`src/rtl/priority_arbiter.sv`:
```
// priority_arbiter: 8-way (parameterised) arbiter with a two-state FSM.
// The highest requesting index wins by default. The grant is held until the
// winner signals done, drops its request, or the hold timeout fires.
// Optional feature macro: ARB_ROUND_ROBIN_EN (rotating priority pointer).
//
// Handshake: a requester raises req[i] and keeps it high while it wants the
// resource. Once gnt[i] is seen, the owner keeps req[i] high for as long as it
// uses the resource. It ends ownership either by pulsing done[i] for one cycle
// or by dropping req[i]; both take effect on the next rising edge. done bits of
// non-granted requesters carry no meaning, and other requests never preempt.
module priority_arbiter #(
  parameter int N        = 8,
  parameter int IDX_W    = 3,
  parameter int MAX_HOLD = 16
) (
  input  logic             clk,
  input  logic             rst_n,
  input  logic [N-1:0]     req,
  input  logic [N-1:0]     done,
  output logic [N-1:0]     gnt,
  output logic [IDX_W-1:0] gnt_idx,
  output logic             gnt_valid,
  output logic             timeout,
  output logic             state_dbg
);

  localparam int CNT_W = (MAX_HOLD < 2) ? 1 : $clog2(MAX_HOLD + 1);
  localparam logic [CNT_W-1:0] HOLD_LAST = CNT_W'(MAX_HOLD - 1);

  typedef enum logic {IDLE = 1'b0, GRANT = 1'b1} state_t;

  state_t           state, state_nxt;
  logic [N-1:0]     gnt_nxt;
  logic [IDX_W-1:0] idx_nxt;
  logic             valid_nxt;
  logic             timeout_nxt;
  logic [CNT_W-1:0] hold_cnt, cnt_nxt;
  logic [IDX_W-1:0] win_idx;
  logic             owner_release;
  logic             forced_release;

  assign state_dbg = state;

`ifdef ARB_ROUND_ROBIN_EN
  logic [IDX_W-1:0] ptr, ptr_nxt;

  // Round-robin search: walk downward from ptr-1 with wrap; nearest hit wins.
  always_comb begin
    win_idx = '0;
    for (int k = N; k >= 1; k--) begin
      if (req[IDX_W'((int'(ptr) + N - k) % N)]) win_idx = IDX_W'((int'(ptr) + N - k) % N);
    end
  end

  // Rotation pointer remembers the most recent winner.
  always_ff @(posedge clk or negedge rst_n) begin
    if (!rst_n) ptr <= IDX_W'(N - 1);
    else        ptr <= ptr_nxt;
  end
`else
  // Fixed priority: the highest set request bit wins.
  always_comb begin
    win_idx = '0;
    for (int i = 0; i < N; i++) begin
      if (req[i]) win_idx = IDX_W'(i);
    end
  end
`endif

  // Release conditions seen while a grant is active.
  always_comb begin
    owner_release  = done[gnt_idx] || !req[gnt_idx];
    forced_release = (MAX_HOLD != 0) && (hold_cnt == HOLD_LAST);
  end

  // Next-state and registered-output logic for the IDLE/GRANT FSM.
  always_comb begin
    state_nxt   = state;
    gnt_nxt     = gnt;
    idx_nxt     = gnt_idx;
    valid_nxt   = gnt_valid;
    timeout_nxt = 1'b0;
    cnt_nxt     = hold_cnt;
`ifdef ARB_ROUND_ROBIN_EN
    ptr_nxt     = ptr;
`endif
    case (state)
      IDLE: begin
        if (|req) begin
          state_nxt = GRANT;
          gnt_nxt   = N'(1) << win_idx;
          idx_nxt   = win_idx;
          valid_nxt = 1'b1;
          cnt_nxt   = '0;
`ifdef ARB_ROUND_ROBIN_EN
          ptr_nxt   = win_idx;
`endif
        end
      end
      GRANT: begin
        if (owner_release || forced_release) begin
          // Owner-initiated release wins over a coincident timeout.
          state_nxt   = IDLE;
          gnt_nxt     = '0;
          idx_nxt     = '0;
          valid_nxt   = 1'b0;
          timeout_nxt = !owner_release;
        end else if (hold_cnt != '1) begin
          cnt_nxt = hold_cnt + 1'b1;
        end
      end
      default: state_nxt = IDLE;
    endcase
  end

  // State and output registers, cleared asynchronously.
  always_ff @(posedge clk or negedge rst_n) begin
    if (!rst_n) begin
      state     <= IDLE;
      gnt       <= '0;
      gnt_idx   <= '0;
      gnt_valid <= 1'b0;
      timeout   <= 1'b0;
      hold_cnt  <= '0;
    end else begin
      state     <= state_nxt;
      gnt       <= gnt_nxt;
      gnt_idx   <= idx_nxt;
      gnt_valid <= valid_nxt;
      timeout   <= timeout_nxt;
      hold_cnt  <= cnt_nxt;
    end
  end

endmodule

```
`config.mk`:
```
export PLATFORM = sky130hd
export DESIGN_NAME = priority_arbiter
export DESIGN_NICKNAME = d
export VERILOG_FILES = /design/src/rtl/priority_arbiter.sv
export SDC_FILE = /design/constraint.sdc
export NUM_CORES = 1
export LEC_CHECK = 0
export CAP_MARGIN = 20
export CORE_MARGIN = 4
export CORE_UTILIZATION = 30
export CTS_BUF_LIST = sky130_fd_sc_hd__clkbuf_16
export CTS_CLUSTER_SIZE = 10
export DETAILED_ROUTE_END_ITERATION = 7
export PLACE_DENSITY = 0.55
export SYNTH_ARGS = -nofsm -noshare
export SYNTH_HDL_FRONTEND = slang
export SYNTH_SLANG_ARGS = --single-unit
```
`constraint.sdc`:
```
create_clock -name clk -period 3.8 [get_ports clk]
set_input_delay 0.76 -clock clk [delete_from_list [all_inputs] [get_ports clk]]
set_output_delay 0.76 -clock clk [all_outputs]
set_load 0.05 [all_outputs]
```
==> flow_metrics.env <==
export IMPL_critPathCaptureType="output port"
export IMPL_fp_dieH_um=68.6
export IMPL_synth_seq_cells=19
export IMPL_grt_antenna_before_repair=0
export IMPL_synth_simple_area_share_pct=33.7
export IMPL_utilization_pct=44.7
export IMPL_die_x_um=68.6
export IMPL_synthMuxAreaShare_pct=0.908
export IMPL_cap_violations=0
export IMPL_syn_nets=141
export IMPL_synth_yosys_seq_area_share_pct=43.1
export IMPL_cts_tree="yes"
export IMPL_route_detailed_drc=0
export IMPL_slew_headroom_pct=41.8
export IMPL_dpl_hpwl_um=2210
export IMPL_cts_inserted_buffers=3
export IMPL_powerDensity_nw_per_um2=702
export IMPL_syn_avg_cell_area_sq_um=9.19
export IMPL_root_buffer="clkbuf_16"
export IMPL_met1_usage_pct=17.3
export IMPL_cp_arrival_ns=1.66
export IMPL_worstMarginPinSlew_ns=0.870
export IMPL_final_common_cell="clkdlybuf4s50_1"
export IMPL_path_cells="clkdlybuf4s50_1"
export IMPL_initial_core_util_pct=32.0
export IMPL_ys_warn_count=0
export IMPL_finalSetupViolCount=0
export IMPL_synth_adder_area_share_pct=3.41
export IMPL_via_per_inst=5.01
export IMPL_critical_path_class="flip-flop to output port"
export IMPL_fmax_mhz=414
export IMPL_ios=32
export IMPL_htreeDepth=1
export IMPL_rows=21
export IMPL_wl_per_cell_um=14.7
export IMPL_critPathTopFamily="buffers and inverters"
export IMPL_ant_nets=0
export IMPL_top_usage_layer="met2"
export IMPL_cts_clk_slew_worst_paths_ns=0.05
export IMPL_diodes=0
export IMPL_rsz0062_at_grt="false"
export IMPL_synth_top_family_by_area="simple AND/OR/NAND/NOR gates"
export IMPL_synth_xor_area_share_pct=0
export IMPL_ir_drop_v=0.000268
export IMPL_fp_dieArea_sq_um=4710
export IMPL_grt_pass1_vias=1097
export IMPL_met3_usage_pct=4.21
export IMPL_drt_first_pass_iters=4
export IMPL_grt_pass1_wl_um=5000
export IMPL_outcome="complete, no violations"
export IMPL_hold_class="flip-flop to flip-flop"
export IMPL_post_cts_setup_buffers=0
export IMPL_numClockSinks=19
export IMPL_globalRouteOverflowTotal=0
export IMPL_area_delta_synth_final_pct=39.6
export IMPL_cpMaxStageDelayCell="clkdlybuf4s50_1"
export IMPL_clockBufferDepth=2
export IMPL_p_leak_uw=0.000648
export IMPL_cpPeakStageDelay_ns=0.88
export IMPL_required_ns=3.04
export IMPL_worstPathMaxFanout=10
export IMPL_grt_max_degree=20
export IMPL_fin_crit_sh_pct=63.6
export IMPL_clock_latency_ns=0.25
export IMPL_synth_compound_gate_area_share_pct=14.9
export IMPL_final_max_slew_viol_count=0
export IMPL_final_setup_tns_ns=0
export IMPL_crit_buf_inv=1
export IMPL_wl_um=2920
export IMPL_use_met2_pct=24.1
export IMPL_drive_gt1_share_pct=7.84
export IMPL_hold_viol=0
export IMPL_vias=997
export IMPL_synth_distinct_cells=40
export IMPL_postSynthCellCount=120
export IMPL_finalCriticalPeriod_ns=2.42
export IMPL_final_cell_mix="clkdlybuf4s50_1, dfrtp_1, nand2_1"
export IMPL_synth_area_sq_um=1100
export IMPL_reg2reg_slack_ns=1.85
export IMPL_finalNetCount=175
export IMPL_core_area_sq_um=3440
export IMPL_io_buffers=31
export IMPL_grt_usage_pct=14.3
export IMPL_finalClockSkew_ns=0.00170
export IMPL_first_iter_violations=94
export IMPL_cts_hold_buf=0
export IMPL_gp_congestion=0.807
export IMPL_cts_resized=0
export IMPL_cp_start_kind="flip-flop"
==> where the power goes <==
group,internal (uW),switching [uW]
Clock,140,74.4
Combinational,194,342
Sequential,256,75.5
Total,589,491
==> per-layer routing <==
layer | vias up | wire [um]
li1 | 499 | -
met1 | 475 | 1330
met2 | 21 | 1440
met3 | 2 | 136
met4 | 0 | 19
met5 | - | 0
==> worst min-delay path, cell delays in order, from the launching register on <==
cell and delay [ns]:
dfrtp_1 0.37, nand2_1 0.06, o21ai_1 0.05
==> cell usage after synthesis <==
cell type / number / share of area, %
o21ai_1: 5 / 2.3
nor3_2: 1 / 0.91
or4b_4: 1 / 1.2
o22ai_1: 4 / 2.3
nand4b_1: 2 / 1.6
a211oi_2: 3 / 3.4
nor4bb_1: 2 / 1.8
nand2_1: 16 / 5.4
a31oi_1: 2 / 1.1
or2_1: 1 / 0.57
mux2i_1: 1 / 0.91
nor2_1: 14 / 4.8
o21ai_0: 1 / 0.45
a41oi_1: 1 / 0.79
and3b_1: 1 / 0.79
buf_4: 1 / 0.68
o21bai_1: 1 / 0.68
nand3_1: 4 / 1.8
and4bb_1: 1 / 1.1
nand4_4: 1 / 1.9
inv_1: 7 / 2.4
and3_1: 3 / 1.7
nand4_1: 1 / 0.57
and2_1: 1 / 0.57
buf_2: 2 / 0.91
o311ai_1: 1 / 0.79
nor3b_1: 1 / 0.68
nor3_1: 4 / 1.8
nor4b_2: 1 / 1.4
or3_1: 1 / 0.57
nand3b_1: 1 / 0.68
a21oi_1: 5 / 2.3
nor4_1: 1 / 0.57
o2bb2ai_1: 1 / 0.79
or4_1: 1 / 0.68
and4_1: 1 / 0.79
dfrtp_1: 19 / 43
nand2b_1: 2 / 1.1
or2_2: 1 / 0.57
ha_1: 3 / 3.4
==> per-stage QoR <==
step                setup WS (ns)  std cells  power [uW]  hold slack, ns  area (sq um)
floorplan                    1.80        120         698           0.464          1100
global placement             1.16        195         866           0.497          1460
detailed placement           1.16        195         871           0.494          1460
CTS                          1.38        199        1090           0.518          1540
global route                 1.21        199        1160           0.547          1540
finish                       1.38        199        1080           0.516          1540
==> cell families (layout without fill, tap and decap cells) <==
logic type | after synthesis | count (layout)
compound gates | 24 | 24
fa+ha+maj | 3 | 3
buf+inv | 10 | 43
flops | 19 | 19
mux | 1 | 1
simple gates | 63 | 63
==> worst paths after layout <==
check,start,to,depth (start not counted)
worst max-delay path,gnt_idx[0],gnt_idx[0],1
worst max register to register,hold_cnt[0],hold_cnt[3],6
worst min register to register,gnt[5],gnt[5],2
min in group asynchronous,rst_n,hold_cnt[4],1
worst min-delay path,gnt[5],gnt[5],2
max in group asynchronous,rst_n,gnt[3],1
==> cell type report <==
| class | instances | area, sq um |
|---|---|---|
| clock inverter | 1 | 3.75 |
| timing repair buffer | 32 | 318 |
| inverter | 7 | 26.3 |
| sequential | 19 | 475 |
| multi-input combinational | 91 | 583 |
| tap | 46 | 57.6 |
| fill | 347 | 1900 |
| clock buffer | 3 | 75.1 |
==> sequential cells by signal, indices dropped and copies added (netlist names) <==
| name | cells |
|---|---|
| gnt | 8 |
| gnt_idx | 3 |
| gnt_valid | 1 |
| hold_cnt | 5 |
| state_dbg | 1 |
| timeout | 1 |
No activity file was read; power rests on OpenSTA's default activity.
